### config.mk
export PLATFORM = sky130hd
export DESIGN_NAME = rtc_write_sequencer
export DESIGN_NICKNAME = d
export VERILOG_FILES = /design/src/rtl/rtc_write_sequencer.sv
export SDC_FILE = /design/constraint.sdc
export NUM_CORES = 1
export LEC_CHECK = 0
export BUFFER_PORTS_ARGS = -buffer_cell sky130_fd_sc_hd__clkbuf_2
export CAP_MARGIN = 0
export CORE_ASPECT_RATIO = 0.75
export CORE_MARGIN = 1
export CORE_UTILIZATION = 30
export CTS_CLUSTER_DIAMETER = 120
export DETAILED_ROUTE_END_ITERATION = 10
export PLACE_DENSITY = 0.58
export SLEW_MARGIN = 30
export SYNTH_ARGS = -nofsm -noshare
export SYNTH_HDL_FRONTEND = slang
export SYNTH_SLANG_ARGS = --single-unit
### constraint.sdc
create_clock -name clk -period 3 [get_ports clk]
set_input_delay 0.45 -clock clk [delete_from_list [all_inputs] [get_ports clk]]
set_output_delay 0.45 -clock clk [all_outputs]
set_load 0.02 [all_outputs]
### src/rtl/rtc_write_sequencer.sv
// Write sequencer for the nine RTC time/date channels: strobes each enabled channel into
// the byte selector and writes its byte over a multiplexed address/data bus.
module rtc_write_sequencer #(
    parameter int unsigned T_PHASE   = 4,
    parameter logic [7:0]  BASE_ADDR = 8'h21
) (
    input  logic       clk,
    input  logic       reset_n,
    input  logic       start,
    input  logic [8:0] ch_en,
    input  logic [7:0] din,
    output logic [8:0] ch_sel,
    output logic [7:0] ad_out,
    output logic       ad_oe,
    output logic       cs_n,
    output logic       ad_n,
    output logic       wr_n,
    output logic       rd_n,
    output logic       busy,
    output logic       done
);

    localparam int unsigned     CNT_W    = (T_PHASE > 1) ? $clog2(T_PHASE) : 1;
    localparam logic [CNT_W-1:0] CNT_LAST = CNT_W'(T_PHASE - 1);
    localparam logic [CNT_W-1:0] CNT_ZERO = {CNT_W{1'b0}};

    typedef enum logic [2:0] {
        IDLE     = 3'd0,
        A_SETUP  = 3'd1,
        A_STROBE = 3'd2,
        A_HOLD   = 3'd3,
        D_SETUP  = 3'd4,
        D_STROBE = 3'd5,
        D_HOLD   = 3'd6,
        DONE     = 3'd7
    } state_t;

    state_t           state_r;
    state_t           state_nxt_s;
    logic [CNT_W-1:0] cnt_r;
    logic [CNT_W-1:0] cnt_nxt_s;
    logic [3:0]       idx_r;
    logic [3:0]       idx_nxt_s;
    logic [8:0]       mask_r;
    logic [8:0]       mask_nxt_s;
    logic [7:0]       data_r;
    logic [7:0]       data_nxt_s;
    logic [4:0]       scan_s;
    logic             phase_end_s;

    logic [8:0] ch_sel_r,  ch_sel_nxt_s;
    logic [7:0] ad_out_r,  ad_out_nxt_s;
    logic       ad_oe_r,   ad_oe_nxt_s;
    logic       cs_n_r,    cs_n_nxt_s;
    logic       ad_n_r,    ad_n_nxt_s;
    logic       wr_n_r,    wr_n_nxt_s;
    logic       rd_n_r;
    logic       busy_r,    busy_nxt_s;
    logic       done_r,    done_nxt_s;

    // Lowest set mask bit at or above 'from'; bit 4 of the result flags that one was found.
    function automatic logic [4:0] next_channel(input logic [8:0] mask, input logic [3:0] from);
        logic [4:0] res;
        res = 5'd0;
        for (int i = 8; i >= 0; i--) begin
            if (mask[i] && (i >= int'(from))) begin
                res = {1'b1, 4'(i)};
            end else begin
                res = res;
            end
        end
        return res;
    endfunction

    assign phase_end_s = (cnt_r == CNT_LAST);

    // Next-state, phase counter, channel index, latched mask and captured data byte.
    always_comb begin
        state_nxt_s = state_r;
        cnt_nxt_s   = cnt_r + {{(CNT_W-1){1'b0}}, 1'b1};
        idx_nxt_s   = idx_r;
        mask_nxt_s  = mask_r;
        data_nxt_s  = data_r;
        scan_s      = 5'd0;
        case (state_r)
            IDLE: begin
                cnt_nxt_s = CNT_ZERO;
                if (start) begin
                    mask_nxt_s = ch_en;
                    scan_s     = next_channel(ch_en, 4'd0);
                    if (scan_s[4]) begin
                        state_nxt_s = A_SETUP;
                        idx_nxt_s   = scan_s[3:0];
                    end else begin
                        state_nxt_s = DONE;
                    end
                end else begin
                    state_nxt_s = IDLE;
                end
            end
            A_SETUP: begin
                if (phase_end_s) begin
                    state_nxt_s = A_STROBE;
                    cnt_nxt_s   = CNT_ZERO;
                end else begin
                    state_nxt_s = A_SETUP;
                end
            end
            A_STROBE: begin
                if (phase_end_s) begin
                    state_nxt_s = A_HOLD;
                    cnt_nxt_s   = CNT_ZERO;
                end else begin
                    state_nxt_s = A_STROBE;
                end
            end
            A_HOLD: begin
                // The selector has seen ch_sel for the whole address phase by now.
                if (phase_end_s) begin
                    state_nxt_s = D_SETUP;
                    cnt_nxt_s   = CNT_ZERO;
                    data_nxt_s  = din;
                end else begin
                    state_nxt_s = A_HOLD;
                end
            end
            D_SETUP: begin
                if (phase_end_s) begin
                    state_nxt_s = D_STROBE;
                    cnt_nxt_s   = CNT_ZERO;
                end else begin
                    state_nxt_s = D_SETUP;
                end
            end
            D_STROBE: begin
                if (phase_end_s) begin
                    state_nxt_s = D_HOLD;
                    cnt_nxt_s   = CNT_ZERO;
                end else begin
                    state_nxt_s = D_STROBE;
                end
            end
            D_HOLD: begin
                if (phase_end_s) begin
                    cnt_nxt_s = CNT_ZERO;
                    scan_s    = next_channel(mask_r, idx_r + 4'd1);
                    if (scan_s[4]) begin
                        state_nxt_s = A_SETUP;
                        idx_nxt_s   = scan_s[3:0];
                    end else begin
                        state_nxt_s = DONE;
                    end
                end else begin
                    state_nxt_s = D_HOLD;
                end
            end
            DONE: begin
                state_nxt_s = IDLE;
                cnt_nxt_s   = CNT_ZERO;
            end
            default: begin
                state_nxt_s = IDLE;
                cnt_nxt_s   = CNT_ZERO;
                idx_nxt_s   = 4'd0;
                mask_nxt_s  = 9'd0;
            end
        endcase
    end

    // Output decode from the upcoming state so the registered pins line up with the state.
    always_comb begin
        ch_sel_nxt_s = 9'd0;
        ad_out_nxt_s = 8'd0;
        ad_oe_nxt_s  = 1'b0;
        cs_n_nxt_s   = 1'b1;
        ad_n_nxt_s   = 1'b1;
        wr_n_nxt_s   = 1'b1;
        busy_nxt_s   = 1'b0;
        done_nxt_s   = 1'b0;
        case (state_nxt_s)
            IDLE: begin
                busy_nxt_s = 1'b0;
            end
            A_SETUP, A_STROBE, A_HOLD: begin
                ch_sel_nxt_s = 9'd1 << idx_nxt_s;
                ad_out_nxt_s = BASE_ADDR + {4'd0, idx_nxt_s};
                ad_oe_nxt_s  = 1'b1;
                ad_n_nxt_s   = 1'b0;
                cs_n_nxt_s   = (state_nxt_s == A_SETUP);
                wr_n_nxt_s   = (state_nxt_s != A_STROBE);
                busy_nxt_s   = 1'b1;
            end
            D_SETUP, D_STROBE, D_HOLD: begin
                ch_sel_nxt_s = 9'd1 << idx_nxt_s;
                ad_out_nxt_s = data_nxt_s;
                ad_oe_nxt_s  = 1'b1;
                ad_n_nxt_s   = 1'b1;
                cs_n_nxt_s   = (state_nxt_s == D_HOLD);
                wr_n_nxt_s   = (state_nxt_s != D_STROBE);
                busy_nxt_s   = 1'b1;
            end
            DONE: begin
                busy_nxt_s = 1'b1;
                done_nxt_s = 1'b1;
            end
            default: begin
                busy_nxt_s = 1'b0;
            end
        endcase
    end

    // State and registered outputs; reset releases the bus and drops any burst in flight.
    always_ff @(posedge clk) begin
        if (!reset_n) begin
            state_r  <= IDLE;
            cnt_r    <= CNT_ZERO;
            idx_r    <= 4'd0;
            mask_r   <= 9'd0;
            data_r   <= 8'd0;
            ch_sel_r <= 9'd0;
            ad_out_r <= 8'd0;
            ad_oe_r  <= 1'b0;
            cs_n_r   <= 1'b1;
            ad_n_r   <= 1'b1;
            wr_n_r   <= 1'b1;
            rd_n_r   <= 1'b1;
            busy_r   <= 1'b0;
            done_r   <= 1'b0;
        end else begin
            state_r  <= state_nxt_s;
            cnt_r    <= cnt_nxt_s;
            idx_r    <= idx_nxt_s;
            mask_r   <= mask_nxt_s;
            data_r   <= data_nxt_s;
            ch_sel_r <= ch_sel_nxt_s;
            ad_out_r <= ad_out_nxt_s;
            ad_oe_r  <= ad_oe_nxt_s;
            cs_n_r   <= cs_n_nxt_s;
            ad_n_r   <= ad_n_nxt_s;
            wr_n_r   <= wr_n_nxt_s;
            rd_n_r   <= 1'b1;
            busy_r   <= busy_nxt_s;
            done_r   <= done_nxt_s;
        end
    end

    assign ch_sel = ch_sel_r;
    assign ad_out = ad_out_r;
    assign ad_oe  = ad_oe_r;
    assign cs_n   = cs_n_r;
    assign ad_n   = ad_n_r;
    assign wr_n   = wr_n_r;
    assign rd_n   = rd_n_r;
    assign busy   = busy_r;
    assign done   = done_r;

endmodule

==> results.txt <==
RSZ-0062 raised after global routing -> false
setup TNS -> 0 ns
largest area contributor in the netlist -> dfxtp_1
outcome -> complete, no violations
endpoint of the worst hold path -> cnt_r[0]$_SDFF_PP0_
initial cell density of the core -> 0.310
Synth area leaders -> dfxtp_1 (35%), nand2_1 (4.8%), ha_1 (3.6%)
Sink Count -> 49
Final #Nets -> 402
CP Launch Point -> idx_r[1]$_SDFF_PN0_
wl on met1 -> 3.75 mm
Antenna diodes -> 0
Final Hold Vio Count -> 0
fraction of registers with async set/reset -> 0
mean post-synth cell area -> 9.02 um2
Routed wire per std cell -> 13.9 um
register area share after synthesis -> 0.348
core area -> 9080 um2
Rows -> 30
vias in the first global route -> 2264
Period minus WS final -> 2.81 ns
hold buffer count at CTS -> 0
worst r2r dst -> ad_out[1]$_SDFF_PN0_
Post-synth top flop -> dfxtp_1
DRT Pass-1 Iters -> 4
Cell Area, Synth -> 2820 um2
Clock Pin Slew Worst Setup and Hold Paths -> 0.07 ns
RD Place Congestion -> 0.827
Finish-stage setup viols -> 0
r2r setup slk -> 0.19 ns
period utilisation layout -> 0.935
routed vias -> 2467
DP Worst Slack -> 0.112 ns
CP Launch Type -> flop
Commonest cells post-synth -> dfxtp_1 (49), nand2_1 (36), nor3_1 (16)
worst skew pair latency -> 0.29 ns
Vias/cell -> 4.90
# DRC -> 0
met3 routed WL -> 423 um
Ys Warns -> 0
hold depth -> 1
Synth Instances -> 312
Final Instance Area -> 3530 um2
Die X -> 114 um
post-CTS setup buffer count -> 0
largest net degree at the start of global routing -> 34
post_cts resized -> 0
clock tree buffer depth -> 2
overall power -> 1680 uW
fmax -> 356 MHz
top cell type's share of synthesized area -> 0.348
Min-Delay Path Class -> reg -> reg
hold path start -> cnt_r[0]$_SDFF_PP0_
Initial DRC Count -> 105
Post-Route WL -> 7.00 mm
die area -> 9780 um2
post-DP HPWL -> 5.55 mm
EDFF count, synth -> 0
I/O pins -> 44
Port-buffer cells -> 42
Root Buffer -> clkbuf_16
CTS tree -> yes
gr usage total -> 0.152
r2r startpoint -> idx_r[1]$_SDFF_PN0_
Worst Max-Slew Pin Slew -> 0.605 ns
Yosys reg bits -> 49
worst reg2reg path depth -> 12
CTS H-tree lvls -> 2
met2 WL -> 2.75 mm
setup ws final -> 0.194 ns
Worst VDD drop -> 0.000169 V
Synth cell types -> 72
Layout area overhead -> 25.5%
Max Clock Skew -> 0.00784 ns
CP arrival -> 3.01 ns
Vert. Die Dim -> 85.9 um
Crit Path Category -> reg -> reg
CTS Buf Count -> 5
first-pass GRT wire length -> 11.7 mm
required time of the critical path -> 3.20 ns
max-slew violations -> 0
Setup crit end kind -> flop
Placed Area -> 3330 um2
Remaining Overflow, GRT -> 0
highest net fanout along the worst path -> 4
share of layout cells above drive strength 1 -> 0.301
Rel. slew slack -> 0.593
uppermost layer routed -> met4
Leak Pwr -> 0.00146 uW
most frequent cell after synthesis -> dfxtp_1
maxcap violations -> 0
Pwr Density -> 475 nW/um2
DRT antenna net count -> 0
initial antenna violation count -> 0
post-synth net total -> 340
area by class of cell:
cell class                 instances  area [um2]
fill                             925        5550
tap                              128         160
multi-input combinational        231        1710
inverter                          14        52.6
clock inverter                     2        37.5
clock buffer                       6         139
sequential                        49         983
timing repair buffer              73         455
metrics by stage:
stage	utilization	hold slack (ns)	cells
after CTS	0.386	0.427	503
after global placement	0.367	0.407	495
after detailed placement	0.367	0.416	495
after floorplan	-	0.398	312
final	0.389	0.420	503
after global routing	0.389	0.442	503
registers in the layout, indices dropped and copies added (netlist names), 2 cells and up:
register,count
state_r,3
mask_r,9
ad_out,8
idx_r,4
ch_sel,9
data_r,8
cnt_r,2
cell families (layout without fill, tap and decap cells):
group / after synthesis / in the layout / share of synthesized area
AND/OR/NAND/NOR: 117 / 117 / 0.238
other: 1 / 1 / 0.00133
flip-flops: 49 / 49 / 0.348
multiplexers: 10 / 10 / 0.0356
AO/OA/AOI/OAI: 90 / 90 / 0.269
adder cells (fa/ha/maj): 8 / 8 / 0.0356
buffers and inverters: 32 / 95 / 0.0538
XOR/XNOR: 5 / 5 / 0.0182
cells in the final DEF, fill, tap and decap left out, types with 3 or more instances in the layout:
cell type | netlist | final
inv_1 | 14 | 14
buf_4 | 6 | 30
a21oi_1 | 9 | 8
dfxtp_1 | 49 | 47
nor2b_1 | 11 | 11
o31ai_1 | 4 | 4
o31ai_2 | 4 | 3
nor3_1 | 16 | 16
ha_1 | 8 | 7
clkbuf_2 | 0 | 42
a31oi_1 | 4 | 4
o21ai_1 | 5 | 5
and3_1 | 3 | 3
nand2_1 | 36 | 36
or4_4 | 3 | 3
a21boi_0 | 10 | 10
nor2_1 | 11 | 11
nand3_1 | 3 | 3
o21a_1 | 3 | 3
mux2i_1 | 10 | 10
nand2b_1 | 5 | 5
o21ai_0 | 9 | 9
and2_1 | 8 | 8
nor3b_1 | 3 | 3
clkbuf_16 | 0 | 5
o211ai_1 | 8 | 8
nor4_1 | 3 | 3
per-layer routing:
| layer | vias up | GRT usage |
|---|---|---|
| met5 | - | 0 |
| met4 | 0 | 0.0283 |
| met3 | 10 | 0.0396 |
| met2 | 69 | 0.215 |
| met1 | 1120 | 0.228 |
| li1 | 1268 | - |
worst max-delay path, cell delays in order, from the launching register on:
cell	delay (ns)
dfxtp_2	0.37
inv_1	0.07
ha_1	0.19
nand2b_1	0.19
o31a_1	0.30
a221oi_2	0.25
o2bb2ai_1	0.12
or4_4	0.51
nand2_1	0.14
ha_1	0.25
inv_1	0.07
o2111ai_1	0.11
o32ai_1	0.14
power by group:
| group | internal, uW | switching, uW |
|---|---|---|
| clock | 416 | 252 |
| combinational | 127 | 181 |
| sequential | 680 | 20.5 |
worst max path at each step:
stage                                end  slack [ns]  cells past startpoint
floorplan           ad_out[1]$_SDFF_PN0_        0.31                     13
global placement    ad_out[1]$_SDFF_PN0_        0.11                     11
detailed placement  ad_out[1]$_SDFF_PN0_        0.11                     11
CTS                 ad_out[1]$_SDFF_PN0_        0.08                     11
global route        ad_out[1]$_SDFF_PN0_        0.01                     12
finish              ad_out[1]$_SDFF_PN0_        0.19                     12
Note: power is estimated with default switching activity, not from simulation.
